--- src/rtl/seg7_scan_driver.sv ---
`default_nettype none
// ============================================================================
//  Module   : seg7_scan_driver
//  Purpose  : Time-multiplexed driver for an 8-digit common-anode 7-segment
//             display. Latches digit data once per frame, decodes hex to
//             active-low segments and scans one digit per dwell, with a short
//             all-dark window at the start of every dwell against ghosting.
//  Revision : 1.0  initial release
// ============================================================================
module seg7_scan_driver #(
    parameter int CLK_DIV      = 100000,   // clock cycles per digit dwell (>= 2)
    parameter int BLANK_CYCLES = 16        // dark cycles at dwell start (1..CLK_DIV-1)
) (
    input  logic        clk100mhz,
    input  logic        reset,             // asynchronous, active-low
    input  logic [31:0] digits,
    input  logic [7:0]  digit_en,
    input  logic [7:0]  dp,
    output logic [7:0]  anodes,
    output logic [7:0]  cathodes,
    output logic        frame_start
);

    localparam int            PW        = $clog2(CLK_DIV);
    localparam logic [PW-1:0] PCNT_MAX  = PW'(CLK_DIV - 1);
    localparam logic [PW-1:0] BLANK_LIM = PW'(BLANK_CYCLES);

    // Hex to active-low segment pattern, bit order {g,f,e,d,c,b,a}
    function automatic logic [6:0] seg7(input logic [3:0] hex);
        logic [6:0] s;
        case (hex)
            4'h0: s = 7'h40;
            4'h1: s = 7'h79;
            4'h2: s = 7'h24;
            4'h3: s = 7'h30;
            4'h4: s = 7'h19;
            4'h5: s = 7'h12;
            4'h6: s = 7'h02;
            4'h7: s = 7'h78;
            4'h8: s = 7'h00;
            4'h9: s = 7'h10;
            4'hA: s = 7'h08;
            4'hB: s = 7'h03;
            4'hC: s = 7'h46;
            4'hD: s = 7'h21;
            4'hE: s = 7'h06;
            default: s = 7'h0E;
        endcase
        return s;
    endfunction

    logic [PW-1:0] pcnt_q,        pcnt_d;
    logic [2:0]    idx_q,         idx_d;
    logic [31:0]   sh_dig_q,      sh_dig_d;
    logic [7:0]    sh_en_q,       sh_en_d;
    logic [7:0]    sh_dp_q,       sh_dp_d;
    logic [7:0]    anodes_q,      anodes_d;
    logic [7:0]    cathodes_q,    cathodes_d;
    logic          frame_start_q, frame_start_d;

    logic          w_latch;
    logic [3:0]    w_cur_hex;

    // Next-state: dwell/digit counters, frame latch and registered outputs
    always_comb begin
        w_latch       = (pcnt_q == '0) && (idx_q == 3'd0);
        w_cur_hex     = sh_dig_q[{idx_q, 2'b00} +: 4];

        pcnt_d        = pcnt_q + PW'(1);
        idx_d         = idx_q;
        if (pcnt_q == PCNT_MAX) begin
            pcnt_d = '0;
            idx_d  = idx_q + 3'd1;
        end

        // Shadow registers only change at the frame boundary, so a frame
        // never mixes old and new data.
        sh_dig_d      = sh_dig_q;
        sh_en_d       = sh_en_q;
        sh_dp_d       = sh_dp_q;
        if (w_latch) begin
            sh_dig_d = digits;
            sh_en_d  = digit_en;
            sh_dp_d  = dp;
        end

        // Outputs come from the pre-edge counters, so the dark window covers
        // the first BLANK_CYCLES output cycles of every dwell.
        frame_start_d = w_latch;
        anodes_d      = 8'hFF;
        cathodes_d    = 8'hFF;
        if ((pcnt_q >= BLANK_LIM) && sh_en_q[idx_q]) begin
            anodes_d   = ~(8'h01 << idx_q);
            cathodes_d = {~sh_dp_q[idx_q], seg7(w_cur_hex)};
        end
    end

    // State register with asynchronous active-low clear
    always_ff @(posedge clk100mhz or negedge reset) begin
        if (!reset) begin
            pcnt_q        <= '0;
            idx_q         <= 3'd0;
            sh_dig_q      <= 32'd0;
            sh_en_q       <= 8'd0;
            sh_dp_q       <= 8'd0;
            anodes_q      <= 8'hFF;
            cathodes_q    <= 8'hFF;
            frame_start_q <= 1'b0;
        end else begin
            pcnt_q        <= pcnt_d;
            idx_q         <= idx_d;
            sh_dig_q      <= sh_dig_d;
            sh_en_q       <= sh_en_d;
            sh_dp_q       <= sh_dp_d;
            anodes_q      <= anodes_d;
            cathodes_q    <= cathodes_d;
            frame_start_q <= frame_start_d;
        end
    end

    assign anodes      = anodes_q;
    assign cathodes    = cathodes_q;
    assign frame_start = frame_start_q;

endmodule
`default_nettype wire

--- config.mk ---
export PLATFORM = sky130hd
export DESIGN_NAME = seg7_scan_driver
export DESIGN_NICKNAME = d
export VERILOG_FILES = /design/src/rtl/seg7_scan_driver.sv
export SDC_FILE = /design/constraint.sdc
export NUM_CORES = 1
export LEC_CHECK = 0
export ABC_AREA = 0
export CORE_MARGIN = 2
export CORE_UTILIZATION = 48
export DETAILED_ROUTE_END_ITERATION = 6
export GPL_ROUTABILITY_DRIVEN = 0
export PLACE_DENSITY = 0.76
export SLEW_MARGIN = 20
export SYNTH_ARGS = -nofsm -noshare
export SYNTH_HDL_FRONTEND = slang
export SYNTH_SLANG_ARGS = --single-unit
--- constraint.sdc ---
create_clock -name clk100mhz -period 2.4 [get_ports clk100mhz]
set_input_delay 0.36 -clock clk100mhz [delete_from_list [all_inputs] [get_ports clk100mhz]]
set_output_delay 0.36 -clock clk100mhz [all_outputs]
set_load 0.005 [all_outputs]
Yosys cells after proc, flatten, opt, wreduce, memory -nomap -nowiden
Memories as Yosys holds them, arrays and structs flattened. Index checks and enable logic that the tools add are counted.

$add $sub $neg: 2. Eq/ne operators: 1. Bitwise logic cells: 2. Reductions and logical operators: 4. Shift-type cells: 2. Magnitude comparators: 2. Mux-type cells: 7.

Operator list (number): 32-bit by 6-bit variable part select with 4-bit output (1); 17-bit by 1-bit adder with 17-bit output (second input constant) (1); 17-bit equality test (second input constant) (1); 17-bit by 5-bit greater-or-equal comparator with 1-bit output (second input constant) (1); 17-bit logical NOT (1); 17-bit 2-to-1 mux (1); 8-bit 2-to-1 mux (2); 8-bit inverter (1); 1-bit by 3-bit << shifter with 8-bit output (first input constant) (1); 1-bit binary-select mux with 3-bit select (2); 3-bit by 4-bit less-than comparator with 1-bit output (second input constant) (1); 3-bit by 1-bit adder with 3-bit output (second input constant) (1); 3-bit logical NOT (1); 1-bit logical AND (2); 1-bit 2-to-1 mux (2); 1-bit inverter (1).

Output and inout bits: 17. Memories: 1. Bits in read-only memories: 112. Logic and storage cells: 29. Register bits after elaboration: 85.

Memories: (no name shown) (depth 16, width 7, read ports 1, clocked after Yosys merged registers in 0, write ports 0, line 31) `case (hex)`.

Logic depth before layout (Yosys ltp)
Depth after elaboration: 4. Gate-level depth with buffers: 10. Depth with buffers taken out: 8.

Worst setup path after synthesis
Ideal clock, no wire load.

Path type: flip-flop to flip-flop. Start: reg idx_q[0]. End: reg cathodes_q[3] (netlist: cathodes[3]). Required time: 2342 ps. Arrival time: 2313 ps. Path slack: 29 ps. Path buffers: 2. Stages on the path, launching flop included: 9. Period minus slack after synthesis: 2371 ps. Cell sequence: dfrtp_1 -> buf_2 -> buf_2 -> mux4_2 -> mux2_2 -> inv_1 -> ha_1 -> o211ai_1 -> a21bo_2.

Cells in the longest elaborated chain, start to end: 4.

Ends and longest elaborated chain: from (decl) (line 53) `logic [2:0] idx_q, idx_d;`; from (signal assigned) (line 111) `idx_q <= idx_d;`; parallel branches: the longest is 3 deep, another holds memory 16 x 7 bit; 8-bit 2-to-1 mux (*) (line 92) `if ((pcnt_q >= BLANK_LIM) && sh_en_q[idx_q]) begin`; net cathodes_d[3] (line 58) `logic [7:0] cathodes_q, cathodes_d;`; to (signal assigned) (line 116) `cathodes_q <= cathodes_d;`; to (decl) (line 58).

Mark *: on every way through the listed nets, which the timed path passes. The select of a mux whose other input is x is not followed. A chain may end at the register's enable or synchronous reset.

Worst setup path in the final report
Start: reg pcnt_q[7]. End: reg sh_dp_q[0].

Cells in the longest elaborated chain, start to end: 2.

Ends and longest elaborated chain: from (decl) (line 52) `logic [PW-1:0] pcnt_q, pcnt_d;`; from (signal assigned) (line 110) `pcnt_q <= pcnt_d;`; 17-bit logical NOT (line 66) `w_latch = (pcnt_q == '0) && (idx_q == 3'd0);`; 1-bit logical AND (line 66); to (signal assigned) (line 114) `sh_dp_q <= sh_dp_d;`; to (decl) (line 56) `logic [7:0] sh_dp_q, sh_dp_d;`.

No other way between the ends.

==> reports/qor.csv <==
stage,metric,value,unit
run_status,result of the run,completed,
setup_path,Crit Path Max Fanout,26,
global_route,maximum number of pins on one net before global-route repair,54,
synth,part of the Yosys area used for sequential elements,54.3,%
clocking,worst-skew pair later-pin latency,340,ps
synth,post-synthesis cell area,3960,um^2
die,core region area,8090,um^2
hold_path,worst min-delay path class,input pin to asynchronous set/reset pin,
global_route,Congestion Overflow GR,0,
die,Core Rows,33,
die,horizontal die dimension,94.8,um
global_route,global-route total usage across every layer,18.3,%
detailed_routing,post-DR wirelength/cell,15.0,um
detailed_routing,first-pass iteration count of the detailed router,4,
clocking,Clock Root Buffer,sky130_fd_sc_hd__clkbuf_8,
power_and_ir_drop,fraction of power consumed by the clock network,33.9,%
sta,unrepaired setup endpoints after global routing,false,
synth,nets in the synthesized netlist,365,
final_layout,layout cell share with drive strength beyond 1,28.3,%
sta,Final Slew Violations,0,
sta,clock skew,9.22,ps
final_layout,Area Growth Syn to Fin,27.9,%
synth,average cell area after synthesis,13.1,um^2
clocking,H-tree levels,3,
synth,list of most frequent post-synthesis cells,"sky130_fd_sc_hd__dfrtp_1, sky130_fd_sc_hd__mux2_2, sky130_fd_sc_hd__nand2_1, sky130_fd_sc_hd__dfstp_2",
synth,number of flops mapped to enable cells by yosys,0,
clocking,number of buffers between clock root and the deepest sink,2,
final_layout,"Core Util, Final",62.5,%
detailed_routing,mean number of vias per cell,5.19,
synth,async set-reset flop share out of synthesis,100,%
clocking,number of buffers added by the clock tree synthesis step,9,
setup_path,CP Class,flip-flop to flip-flop,
clocking,# Post-CTS Setup Buffers,0,
detailed_routing,Vias,2565,
global_route,antenna violations before repair,0,
sta,Sum Neg Setup Slack,0,ps
final_layout,Diodes inserted,0,
power_and_ir_drop,switching pwr,0.613,mW
synth,number of storage elements in the synthesis netlist,85,
synth,top cell type's share of synthesized area,43.7,%
power_and_ir_drop,Gate power share,9.2,%
global_route,vias in the first global route,2607,
die,die outline height,94.8,um
placement,count of input and output buffers,66,
synth,distinct cell type count of the synthesized netlist,38,
power_and_ir_drop,peak ir drop on the vdd network,287,uV
clocking,CTS tree,built,
clocking,number of clock sinks,85,
setup_path,startpoint types,flip-flop,
die,Top-Level Pins,67,
detailed_routing,post-route ant nets,0,
synth,"Top FF cell, synth",sky130_fd_sc_hd__dfrtp_1,
sta,Setup-failing EPs final,0,
setup_path,source of the critical timing path,pcnt_q[7]$_DFF_PN0_,
placement,HPWL after detailed placement,5.53,mm
setup_path,data arrival time of the critical path,2510,ps
sta,Fmax achieved,437,MHz
synth,yosys warns,0,
sta,transition at the pin with the smallest max-transition slack,612,ps
clocking,clock transition at the registers of the reported paths,80,ps
detailed_routing,Detailed Route Iter0 Violations,149,
detailed_routing,"wirelength, routed",7.43,mm
sta,shortest period the worst path allows,2290,ps
placement,worst setup slack after placement,72.8,ps
die,initial standard-cell utilization of the core,48.9,%
synth,cell types occupying the most area after synthesis,"sky130_fd_sc_hd__dfrtp_1, sky130_fd_sc_hd__mux2_2, sky130_fd_sc_hd__dfstp_2, sky130_fd_sc_hd__mux4_2, sky130_fd_sc_hd__ha_1",
sta,PnR worst setup slack,112,ps
setup_path,required time reported for the critical path endpoint,2620,ps
synth,cell with the most instances after synthesis,sky130_fd_sc_hd__dfrtp_1,
setup_path,capturing element type of the critical path,flip-flop,
setup_path,worst reg2reg path depth,5,
synth,post-synth top area cell,sky130_fd_sc_hd__dfrtp_1,
flow_run,number of max-cap violations,0,
final_layout,total number of nets in the final design,448,
die,Die ar.,8980,um^2
power_and_ir_drop,leakage power summed over all cells,2.12,nW
power_and_ir_drop,switching part of the total,23.0,%
power_and_ir_drop,sequential share of power,56.9,%
power_and_ir_drop,total power density per cell area,526,nW/um^2
sta,post-route clock period utilization,95.3,%
detailed_routing,remaining routing DRC violations,0,
power_and_ir_drop,Internal,2.05,mW
global_route,wire length of the first global-routing pass,12.5,mm
sta,count of final hold-check violations,0,
synth,Post-Syn Instances,301,
sta,Rel. slew slack,59.2,%
setup_path,worst reg2reg startpoint,pcnt_q[7]$_DFF_PN0_,
[cells by family after synthesis]
logic type                 count (synthesis)  synth area share [%]
DFF                                       85                  54.3
and+or+nand+nor                           76                  9.68
muxes                                     67                  21.7
buffers and inverters                     24                  3.01
AOI/OAI and AO/OA                         20                  3.54
xor gates and xnor gates                  15                  3.32
adders and majority gates                 14                  4.43
[sequential cells by signal, indices dropped and copies added, names as in the netlist]
name and count:
frame_start 1, anodes 8, idx_q 3, pcnt_q 17, cathodes 8, sh_en_q 8, sh_dp_q 8, sh_dig_q 32
[cell type report]
| type | count | area (um^2) |
|---|---|---|
| repair buffers | 86 | 873 |
| well taps | 105 | 131 |
| flip-flops and latches | 85 | 2150 |
| multi-input cells | 192 | 1690 |
| fillers | 643 | 3030 |
| clock buffers | 10 | 138 |
| inverters | 10 | 37.5 |
| clock inverters | 6 | 38.8 |
[power by group through the flow]
stage / logic [mW] / clock network (mW) / registers [mW]
finish: 0.244 / 0.901 / 1.51
global route: 0.268 / 0.988 / 1.52
CTS: 0.247 / 0.923 / 1.51
detailed placement: 0.246 / 0 / 1.54
global placement: 0.240 / 0 / 1.54
floorplan: 0.0906 / 0 / 1.54
[critical path, cell delays in order, from the launching register on]
cell,delay [ps]
sky130_fd_sc_hd__dfrtp_1,380
sky130_fd_sc_hd__or4_1,510
sky130_fd_sc_hd__or4_4,450
sky130_fd_sc_hd__nor3_4,240
sky130_fd_sc_hd__buf_12,220
sky130_fd_sc_hd__mux2_1,350
[what timing repair did]
item	4_1_cts	5_1_grt
hold buffers	1	0
setup endpoints to repair	0	46
hold endpoints to repair	32	0
resized for setup	0	2
[layer usage]
| layer | GRT usage, % | up-vias | share of wire (%) |
|---|---|---|---|
| met5 | 0 | - | 0 |
| met4 | 7.25 | 0 | 1.2 |
| met3 | 3.11 | 7 | 2.9 |
| li1 | - | 1227 | - |
| met2 | 29.9 | 49 | 49 |
| met1 | 24.4 | 1282 | 47 |
[placed cells by master (no fill, tap or decap), types with 5 or more instances in the layout]
cell / n
sky130_fd_sc_hd__dfrtp_1: 68
sky130_fd_sc_hd__clkdlybuf4s50_1: 65
sky130_fd_sc_hd__mux2_2: 42
sky130_fd_sc_hd__nand2_1: 22
sky130_fd_sc_hd__dfstp_2: 16
sky130_fd_sc_hd__buf_4: 15
sky130_fd_sc_hd__nor2_1: 14
sky130_fd_sc_hd__nand3_1: 13
sky130_fd_sc_hd__ha_1: 13
sky130_fd_sc_hd__mux4_2: 10
sky130_fd_sc_hd__inv_1: 10
sky130_fd_sc_hd__clkbuf_8: 10
sky130_fd_sc_hd__mux2_1: 9
sky130_fd_sc_hd__xnor2_1: 8
sky130_fd_sc_hd__xor2_1: 7
sky130_fd_sc_hd__and3_1: 6
sky130_fd_sc_hd__mux2i_1: 6
sky130_fd_sc_hd__o21ai_0: 5
sky130_fd_sc_hd__o221ai_1: 5
sky130_fd_sc_hd__buf_12: 5
[final timing paths]
check / slack [ps] / end
setup / recovery: 110 / sh_dp_q[0]$_DFFE_PN0P_
hold / removal: 490 / sh_en_q[6]$_DFFE_PN0P_
setup reg to reg: 110 / sh_dp_q[0]$_DFFE_PN0P_
hold reg to reg: 490 / pcnt_q[11]$_DFF_PN0_
max in group asynchronous: 1240 / anodes[1]$_DFF_PN1_
min in group clk100mhz: 490 / pcnt_q[11]$_DFF_PN0_
[metrics by stage]
stage / power (mW) / instance area (um^2) / instances / hold slack, ps
after global routing: 2.78 / 5060 / 494 / 507
after CTS: 2.68 / 5050 / 494 / 493
final: 2.66 / 5060 / 494 / 487
after detailed placement: 1.79 / 4870 / 477 / 327
after floorplan: 1.63 / 3960 / 301 / 64.4
after global placement: 1.78 / 4870 / 477 / 325
Power figures use the tool's default switching activity.
